[src/rtl/sprite_dma_ctrl.sv]
// ---------------------------------------------------------------------------
// sprite_dma_ctrl
//
// Copies a 2^ADDR_WIDTH-word sprite table from a synchronous-read source RAM
// into a destination buffer once per vertical blank.
//
// A rising edge on vblank, qualified by enable, starts a transfer:
//   PRIME : src_addr = 0 is presented so the first read word arrives
//           one clock later.
//   COPY  : src_addr advances every cycle, saturating at the last word.
//           Each returned word is registered onto dst_addr/dst_din with
//           dst_we high. The destination writes are a contiguous burst of
//           2^ADDR_WIDTH cycles, the first one two clocks after the
//           trigger edge.
//   CLEAR : (only when SPRITE_DMA_CLEAR_EN is defined) writes zero to every
//           source word, one per cycle, in address order.
//   DONE  : one-cycle done pulse, then back to IDLE.
// Triggers seen while busy are dropped, not queued. vblank falling during a
// transfer has no effect.
//
// Build option:
//   SPRITE_DMA_CLEAR_EN - include the CLEAR phase. When undefined the phase
//                         does not exist and src_we/src_din are tied to 0.
//
// Ports:
//   clk       in   single clock, rising edge
//   reset_n   in   asynchronous active-low reset
//   vblank    in   vertical blank level; its rising edge is the trigger
//   enable    in   trigger qualifier, sampled on the edge-detect cycle
//   src_addr  out  source RAM address (read in COPY, write in CLEAR)
//   src_q     in   source RAM read data, one clock after src_addr
//   src_we    out  source RAM write strobe (CLEAR only)
//   src_din   out  source RAM write data (always zero)
//   dst_addr  out  destination write address
//   dst_din   out  destination write data
//   dst_we    out  destination write strobe
//   busy      out  high whenever the FSM is not IDLE
//   done      out  one-cycle pulse at the end of a transfer
// ---------------------------------------------------------------------------
module sprite_dma_ctrl #(
   parameter int ADDR_WIDTH = 8,
   parameter int DATA_WIDTH = 8
) (
   input  logic                  clk,
   input  logic                  reset_n,
   input  logic                  vblank,
   input  logic                  enable,
   output logic [ADDR_WIDTH-1:0] src_addr,
   input  logic [DATA_WIDTH-1:0] src_q,
   output logic                  src_we,
   output logic [DATA_WIDTH-1:0] src_din,
   output logic [ADDR_WIDTH-1:0] dst_addr,
   output logic [DATA_WIDTH-1:0] dst_din,
   output logic                  dst_we,
   output logic                  busy,
   output logic                  done
);

   localparam logic [ADDR_WIDTH-1:0] LAST_ADDR = '1;
   localparam logic [ADDR_WIDTH-1:0] ADDR_ONE  = ADDR_WIDTH'(1);

`ifdef SPRITE_DMA_CLEAR_EN
   typedef enum logic [2:0] {
      S_IDLE  = 3'd0,
      S_PRIME = 3'd1,
      S_COPY  = 3'd2,
      S_CLEAR = 3'd3,
      S_DONE  = 3'd4
   } state_e;
`else
   typedef enum logic [2:0] {
      S_IDLE  = 3'd0,
      S_PRIME = 3'd1,
      S_COPY  = 3'd2,
      S_DONE  = 3'd4
   } state_e;
`endif

   state_e                  state_q,    state_d;
   logic                    vblank_q,   vblank_d;
   logic                    armed_q,    armed_d;
   logic [ADDR_WIDTH-1:0]   rd_addr_q,  rd_addr_d;
   logic                    rd_tc_q,    rd_tc_d;
   logic [ADDR_WIDTH-1:0]   wr_idx_q,   wr_idx_d;
   logic                    wr_tc_q,    wr_tc_d;
   logic                    dst_we_q,   dst_we_d;
   logic [ADDR_WIDTH-1:0]   dst_addr_q, dst_addr_d;
   logic [DATA_WIDTH-1:0]   dst_din_q,  dst_din_d;

   logic                    trigger;
   logic [ADDR_WIDTH-1:0]   rd_addr_inc;

   // armed_q stays low after reset until vblank has been seen low, so a
   // vblank that is already high when reset is released cannot look like a
   // fresh rising edge.
   assign trigger     = vblank & ~vblank_q & armed_q;
   assign rd_addr_inc = rd_addr_q + ADDR_ONE;

   // -------------------------------------------------------------------------
   // Next-state and datapath logic
   // -------------------------------------------------------------------------
   always_comb begin
      // NOTE: every signal gets a default before the case so that no path
      // leaves one unassigned; otherwise synthesis infers a latch.
      state_d    = state_q;
      vblank_d   = vblank;
      armed_d    = armed_q | ~vblank;
      rd_addr_d  = rd_addr_q;
      rd_tc_d    = rd_tc_q;
      wr_idx_d   = wr_idx_q;
      wr_tc_d    = wr_tc_q;
      dst_we_d   = 1'b0;
      dst_addr_d = dst_addr_q;
      dst_din_d  = dst_din_q;

      unique case (state_q)
         S_IDLE: begin
            if (trigger && enable) begin
               state_d   = S_PRIME;
               rd_addr_d = '0;
               rd_tc_d   = 1'b0;
               wr_idx_d  = '0;
               wr_tc_d   = 1'b0;
            end
         end

         S_PRIME: begin
            // Address 0 is on the bus this cycle; move on to address 1.
            state_d   = S_COPY;
            rd_addr_d = rd_addr_inc;
            rd_tc_d   = (rd_addr_inc == LAST_ADDR);
         end

         S_COPY: begin
            // Read side runs one word ahead of the write side and parks on
            // the last address once it gets there.
            if (!rd_tc_q) begin
               rd_addr_d = rd_addr_inc;
               rd_tc_d   = (rd_addr_inc == LAST_ADDR);
            end

            // Write side: wr_tc_q, not the wrapped index, decides when the
            // burst is over, so wrapping back to 0 never restarts it.
            if (!wr_tc_q) begin
               dst_we_d   = 1'b1;
               dst_addr_d = wr_idx_q;
               dst_din_d  = src_q;
               if (wr_idx_q == LAST_ADDR) begin
                  wr_tc_d = 1'b1;
               end else begin
                  wr_idx_d = wr_idx_q + ADDR_ONE;
               end
            end else begin
               // This cycle carries the final registered write.
`ifdef SPRITE_DMA_CLEAR_EN
               state_d   = S_CLEAR;
               rd_addr_d = '0;
               rd_tc_d   = 1'b0;
`else
               state_d   = S_DONE;
`endif
            end
         end

`ifdef SPRITE_DMA_CLEAR_EN
         S_CLEAR: begin
            if (rd_tc_q) begin
               state_d = S_DONE;
            end else begin
               rd_addr_d = rd_addr_inc;
               rd_tc_d   = (rd_addr_inc == LAST_ADDR);
            end
         end
`endif

         S_DONE: begin
            state_d = S_IDLE;
         end

         default: begin
            state_d = S_IDLE;
         end
      endcase
   end

   // -------------------------------------------------------------------------
   // State registers
   // -------------------------------------------------------------------------
   // NOTE: sequential state uses non-blocking assignments so every flop
   // samples the pre-edge value regardless of statement order.
   always_ff @(posedge clk or negedge reset_n) begin
      if (!reset_n) begin
         state_q    <= S_IDLE;
         vblank_q   <= 1'b0;
         armed_q    <= 1'b0;
         rd_addr_q  <= '0;
         rd_tc_q    <= 1'b0;
         wr_idx_q   <= '0;
         wr_tc_q    <= 1'b0;
         dst_we_q   <= 1'b0;
         dst_addr_q <= '0;
         dst_din_q  <= '0;
      end else begin
         state_q    <= state_d;
         vblank_q   <= vblank_d;
         armed_q    <= armed_d;
         rd_addr_q  <= rd_addr_d;
         rd_tc_q    <= rd_tc_d;
         wr_idx_q   <= wr_idx_d;
         wr_tc_q    <= wr_tc_d;
         dst_we_q   <= dst_we_d;
         dst_addr_q <= dst_addr_d;
         dst_din_q  <= dst_din_d;
      end
   end

   // -------------------------------------------------------------------------
   // Outputs
   // -------------------------------------------------------------------------
   assign src_addr = rd_addr_q;
   assign dst_we   = dst_we_q;
   assign dst_addr = dst_addr_q;
   assign dst_din  = dst_din_q;
   assign busy     = (state_q != S_IDLE);
   assign done     = (state_q == S_DONE);
   assign src_din  = '0;

`ifdef SPRITE_DMA_CLEAR_EN
   assign src_we   = (state_q == S_CLEAR);
`else
   assign src_we   = 1'b0;
`endif

endmodule
[config.mk]
export PLATFORM = sky130hd
export DESIGN_NAME = sprite_dma_ctrl
export DESIGN_NICKNAME = d
export VERILOG_FILES = /design/src/rtl/sprite_dma_ctrl.sv
export SDC_FILE = /design/constraint.sdc
export NUM_CORES = 1
export LEC_CHECK = 0
export CAP_MARGIN = 20
export CELL_PAD_IN_SITES_DETAIL_PLACEMENT = 2
export CELL_PAD_IN_SITES_GLOBAL_PLACEMENT = 2
export CORE_UTILIZATION = 27
export CTS_CLUSTER_DIAMETER = 30
export DETAILED_ROUTE_END_ITERATION = 10
export GPL_TIMING_DRIVEN = 0
export PLACE_DENSITY = 0.83
export SLEW_MARGIN = 20
export SYNTH_ARGS = -nofsm -noshare
export SYNTH_HDL_FRONTEND = slang
export SYNTH_SLANG_ARGS = --single-unit
[constraint.sdc]
create_clock -name clk -period 1.8 [get_ports clk]
set_clock_uncertainty 0.05 [all_clocks]
set_input_delay 0.18 -clock clk [delete_from_list [all_inputs] [get_ports clk]]
set_output_delay 0.18 -clock clk [all_outputs]
set_load 0.1 [all_outputs]
; ---- Yosys cells after proc, flatten, opt, wreduce, memory -nomap -nowiden
; Cells that the tools add are included.
[op_classes]
add_sub_neg = 2
eq_ne = 10
n_mux = 17
n_bitwise = 6
reduce_logical = 11
[ops]
columns = operator, count
row1 = 8-bit 2-to-1 mux, 4
row2 = 8-bit one-hot mux with 3 select lines, 1
row3 = 8-bit by 1-bit adder with 8-bit output (second input constant), 2
row4 = 8-bit == test (second input constant), 2
row5 = 8-bit one-hot mux with 2 select lines, 1
row6 = 2-bit inequality test (second input constant), 5
row7 = 3-bit one-hot mux with 3 select lines, 1
row8 = 2-bit AND reduction, 4
row9 = 1-bit 2-to-1 mux, 6
row10 = 3-bit 2-to-1 mux, 2
row11 = 3-bit nonzero test, 2
row12 = 4-bit AND reduction, 1
row13 = 3-bit by 1-bit == test with 1-bit output (second input constant), 1
row14 = 3-bit by 2-bit == test with 1-bit output (second input constant), 1
row15 = 3-bit == test (second input constant), 1
row16 = 3-bit zero test, 1
row17 = 1-bit NOT, 3
row18 = 1-bit one-hot mux with 3 select lines, 1
row19 = 3-bit AND reduction, 1
row20 = 1-bit AND, 2
row21 = 1-bit one-hot mux with 2 select lines, 1
row22 = 2-bit nonzero test, 1
row23 = 1-bit logical AND, 1
row24 = 1-bit OR, 1
[word_totals]
ff_bits = 40
inputBits = 12
word_cells = 56

; ---- Depth between registers and ports, before layout
; Gate-level depths: netlist of the first run.
[depth]
word_depth = 6
ltp_mapped = 7

; ---- Worst setup path before layout of the first run
; OpenSTA, ideal clock, no wires.
[synth_path]
path_kind = register to output
from = register state_q[1]
to = output done
t_arrival_ps = 2713
t_required_ps = 1570
setup_slack_ps = -1143
path_stages_with_launch = 3
path_cell_list = dfrtp_1 > buf_2 > nor3b_1
[synth_via]
elab_chain_cells = 1
[synth_rtl]
columns = element, line_no
row1 = "start, declared", 79  ; state_e state_q, state_d;
row2 = "start signal, assigned", 204  ; state_q <= state_d;
row3 = 3-bit == test, 225  ; assign done = (state_q == S_DONE);
row4 = "end, declared", 56  ; output logic done
; Every way passes these cells.

; ---- Worst setup path after layout of the first run
[layout_path]
from = register dst_addr_q[7], in the netlist dst_addr[7]
to = output dst_addr[7]
[layout_rtl]
columns = element, line_no
row1 = "start, declared", 87  ; logic [ADDR_WIDTH-1:0] dst_addr_q, dst_addr_d;
row2 = "start signal, assigned", 212  ; dst_addr_q <= dst_addr_d;
row3 = "end, declared", 52  ; output logic [ADDR_WIDTH-1:0] dst_addr,
; No word-level cell between the ends.

==> flow_summary.json, run 1 <==
{
  "dp.final_hpwl_um": 3575,
  "grt_pass1_vias": 1712,
  "numPortBuffers": 38,
  "fin_nets": 254,
  "seq_area_frac_synth": 0.5229,
  "multi_input_area_um2": 875.8,
  "yosys.area.top_type": "dfrtp_1",
  "outcome": "completed",
  "dp.cells": 318,
  "synth_area_leaders": "dfrtp_1 (52%), mux2_2 (10%), buf_4 (3.5%), nand2_1 (3.5%), nand3_1 (2.9%)",
  "dieHeight_um": 86.20,
  "synth_top_area_share": 0.5229,
  "drive_gt1_frac": 0.3417,
  "gr-usage-all-layers": 0.1557,
  "layout_min_cycle_time_ns": 1.759,
  "fill_cells": 751,
  "grt_max_degree": 25,
  "num_rows": 30,
  "finalSetupTns_ns": 0,
  "die_area_um2": 7430,
  "setup_viol_count_final": 0,
  "cap_viol_max_count": 0,
  "cp_slowest_stage_delay_ns": 0.86,
  "cp_data_arrival_time_ns": 1.53,
  "cts_buffer_depth": 2,
  "synth_seq_cells": 40,
  "via_count": 1561,
  "grt_antenna_before_repair": 0,
  "vias_per_cell": 4.646,
  "wl_per_cell_um": 15.64,
  "worst-path-buf-inv": 1,
  "grt_overflow": 0,
  "core_area_um2": 6832,
  "ant_nets": 0,
  "final-seq-area_um2": 1013,
  "grt_pass1_wl_um": 8907,
  "drtPass1Iterations": 3,
  "htreeDepth": 2,
  "crit_type": "register to primary output",
  "drt_iter0_drc": 42,
  "crit_chain": "dlygate4sd2_1",
  "cts_made_buffers": 5,
  "path_clk_slew_ns": 0.09,
  "tightest_slew_ns": 0.9746,
  "rsz0062_at_grt": "true",
  "startpoint_type": "register",
  "relSlewSlack": 0.3528,
  "cp_top_family": "buffers and inverters",
  "cts_tree": "built",
  "avgSynthCellArea_um2": 10.94,
  "gp_congestion": 0.6962,
  "dieWidth_um": 86.20,
  "timing.fmax_mhz": 568.6,
  "post-route-period-util": 0.9770,
  "drc": 0,
  "ys.flop_type": "dfrtp_1",
  "drt-total-wl_um": 5255,
  "clk_latency_ns": 0.30,
  "area_delta_synth_final_pct": 45.16,
  "num_antenna_cells": 0,
  "synth_edf_count": 0,
  "ys_warn_count": 0,
  "cp.required_ns": 1.57,
  "ios": 48,
  "async_flop_share": 1.000,
  "syn_inst": 175,
  "start_util": 0.2802,
  "cts_root_buf": "clkbuf_8",
  "cp_max_fo": 2,
  "syn_area_um2": 1914,
  "cts.sinks": 40,
  "ys_types": 39,
  "crit_slowest_cell": "dlygate4sd2_1",
  "hold_viol": 0,
  "final_cells": 336,
  "maxSlewViolCount": 0,
  "end_kind": "primary output",
  "holdWs_ns": 0.2961,
  "hold_path.class": "input port to async pin"
}
==> sequential cells by signal, indices dropped and copies added, names as in the netlist <==
signal and cells:
wr_tc_q 1, wr_idx_q 8, rd_tc_q 1, vblank_q 1, state_q 3, src_addr 8, dst_addr 8, armed_q 1
dst_we 1, dst_din 8
==> placed cells by master (no fill, tap or decap), types with 7 or more instances in the layout <==
master / n
clkbuf_8: 8
conb_1: 9
clkdlybuf4s50_1: 10
o21ai_0: 10
mux2_2: 16
dlygate4sd2_1: 16
a21oi_1: 7
dfrtp_2: 7
nand2_1: 18
dfrtp_1: 32
nand3_1: 11
buf_4: 16
==> cell usage after synthesis (4+ instances only) <==
master	n
a21oi_1	9
buf_2	4
buf_4	9
dfrtp_1	40
inv_1	4
mux2_2	17
nand2_1	18
nand3_1	11
nor2_1	6
o21ai_0	10
xor2_1	4
==> path summary, 6_finish.rpt <==
| check | startpoint | endpoint | slack [ns] | depth (start not counted) |
|---|---|---|---|---|
| setup / recovery | dst_addr[7]$_DFFE_PN0P_ | dst_addr[7] | 0.04 | 1 |
| hold / removal | reset_n | src_addr[6]$_DFFE_PN0P_ | 0.30 | 2 |
| setup reg to reg | state_q[2]$_DFFE_PN0P_ | src_addr[7]$_DFFE_PN0P_ | 0.05 | 5 |
| hold reg to reg | armed_q$_DFF_PN0_ | armed_q$_DFF_PN0_ | 0.44 | 1 |
| max in group asynchronous | reset_n | src_addr[3]$_DFFE_PN0P_ | 0.91 | 3 |
| min in group clk | vblank | vblank_q$_DFF_PN0_ | 0.33 | 1 |
==> metrics by stage <==
step,util,area (um2),setup WS (ns)
3_3_place_gp,0.3625,2476,-0.8637
3_5_place_dp,0.3647,2491,-0.4988
6_report,0.4068,2779,0.04137
5_1_grt,0.4068,2779,-0.02983
2_1_floorplan,-,1976,0.001028
4_1_cts,0.4009,2739,-0.1019
==> per-layer routing <==
| metal | global-route usage | vias up | wire [um] |
|---|---|---|---|
| met3 | 0.03238 | 6 | 153 |
| met4 | 0.05000 | 0 | 80 |
| met5 | 0 | - | 0 |
| met2 | 0.2605 | 25 | 2661 |
| met1 | 0.2018 | 803 | 2360 |
| li1 | - | 727 | - |
==> worst reg2reg max path, stage by stage (launching register included) <==
cell,delay (ns)
dfrtp_2,0.44
buf_4,0.16
nor3b_1,0.37
a211oi_2,0.18
a21o_1,0.19
mux2_2,0.26
==> final cells by class <==
type,count,share of cell area
Clock inverter,1,0.01081
Buffer,15,0.05403
Inverter,4,0.005403
Multi-Input combinational cell,123,0.3152
Timing Repair Buffer,50,0.1720
Tap cell,96,0.04322
Clock buffer,7,0.03467
Sequential cell,40,0.3647
==> kinds of logic (layout without fill, tap and decap cells) <==
kind of cell / Yosys count / after routing / share of synthesized area
AO/OA/AOI/OAI: 29 / 29 / 0.08955
XOR/XNOR: 6 / 6 / 0.02745
adder cells (fa/ha/maj): 3 / 3 / 0.01961
buffers and inverters: 20 / 77 / 0.06340
flip-flops: 40 / 40 / 0.5229
multiplexers: 19 / 19 / 0.1105
other: 1 / 9 / 0.001959
AND/OR/NAND/NOR: 57 / 57 / 0.1647
==> repair_timing <==
| item | in CTS | in global routing |
|---|---|---|
| gates cloned | 1 | 0 |
| gates resized for setup | 61 | 18 |
| pin swaps | 2 | 1 |
| endpoints found under the setup margin | 47 | 12 |
| hold endpoints to repair | 16 | 0 |
| buffers inserted | 7 | 2 |
| hold buffers | 1 | 0 |
Power of run 1 is left out: the tool's default activity adds up to more than one toggle a clock period on the data nets, which glitch-free logic cannot reach.
==> inputs of run 2 (changes only) <==
HOLD_SLACK_MARGIN = 0.05   (was default)
==> results of run 2 <==
The final DEF is identical to that of run 1; final timing and power are the same.
Power of run 2 is left out for the same reason.
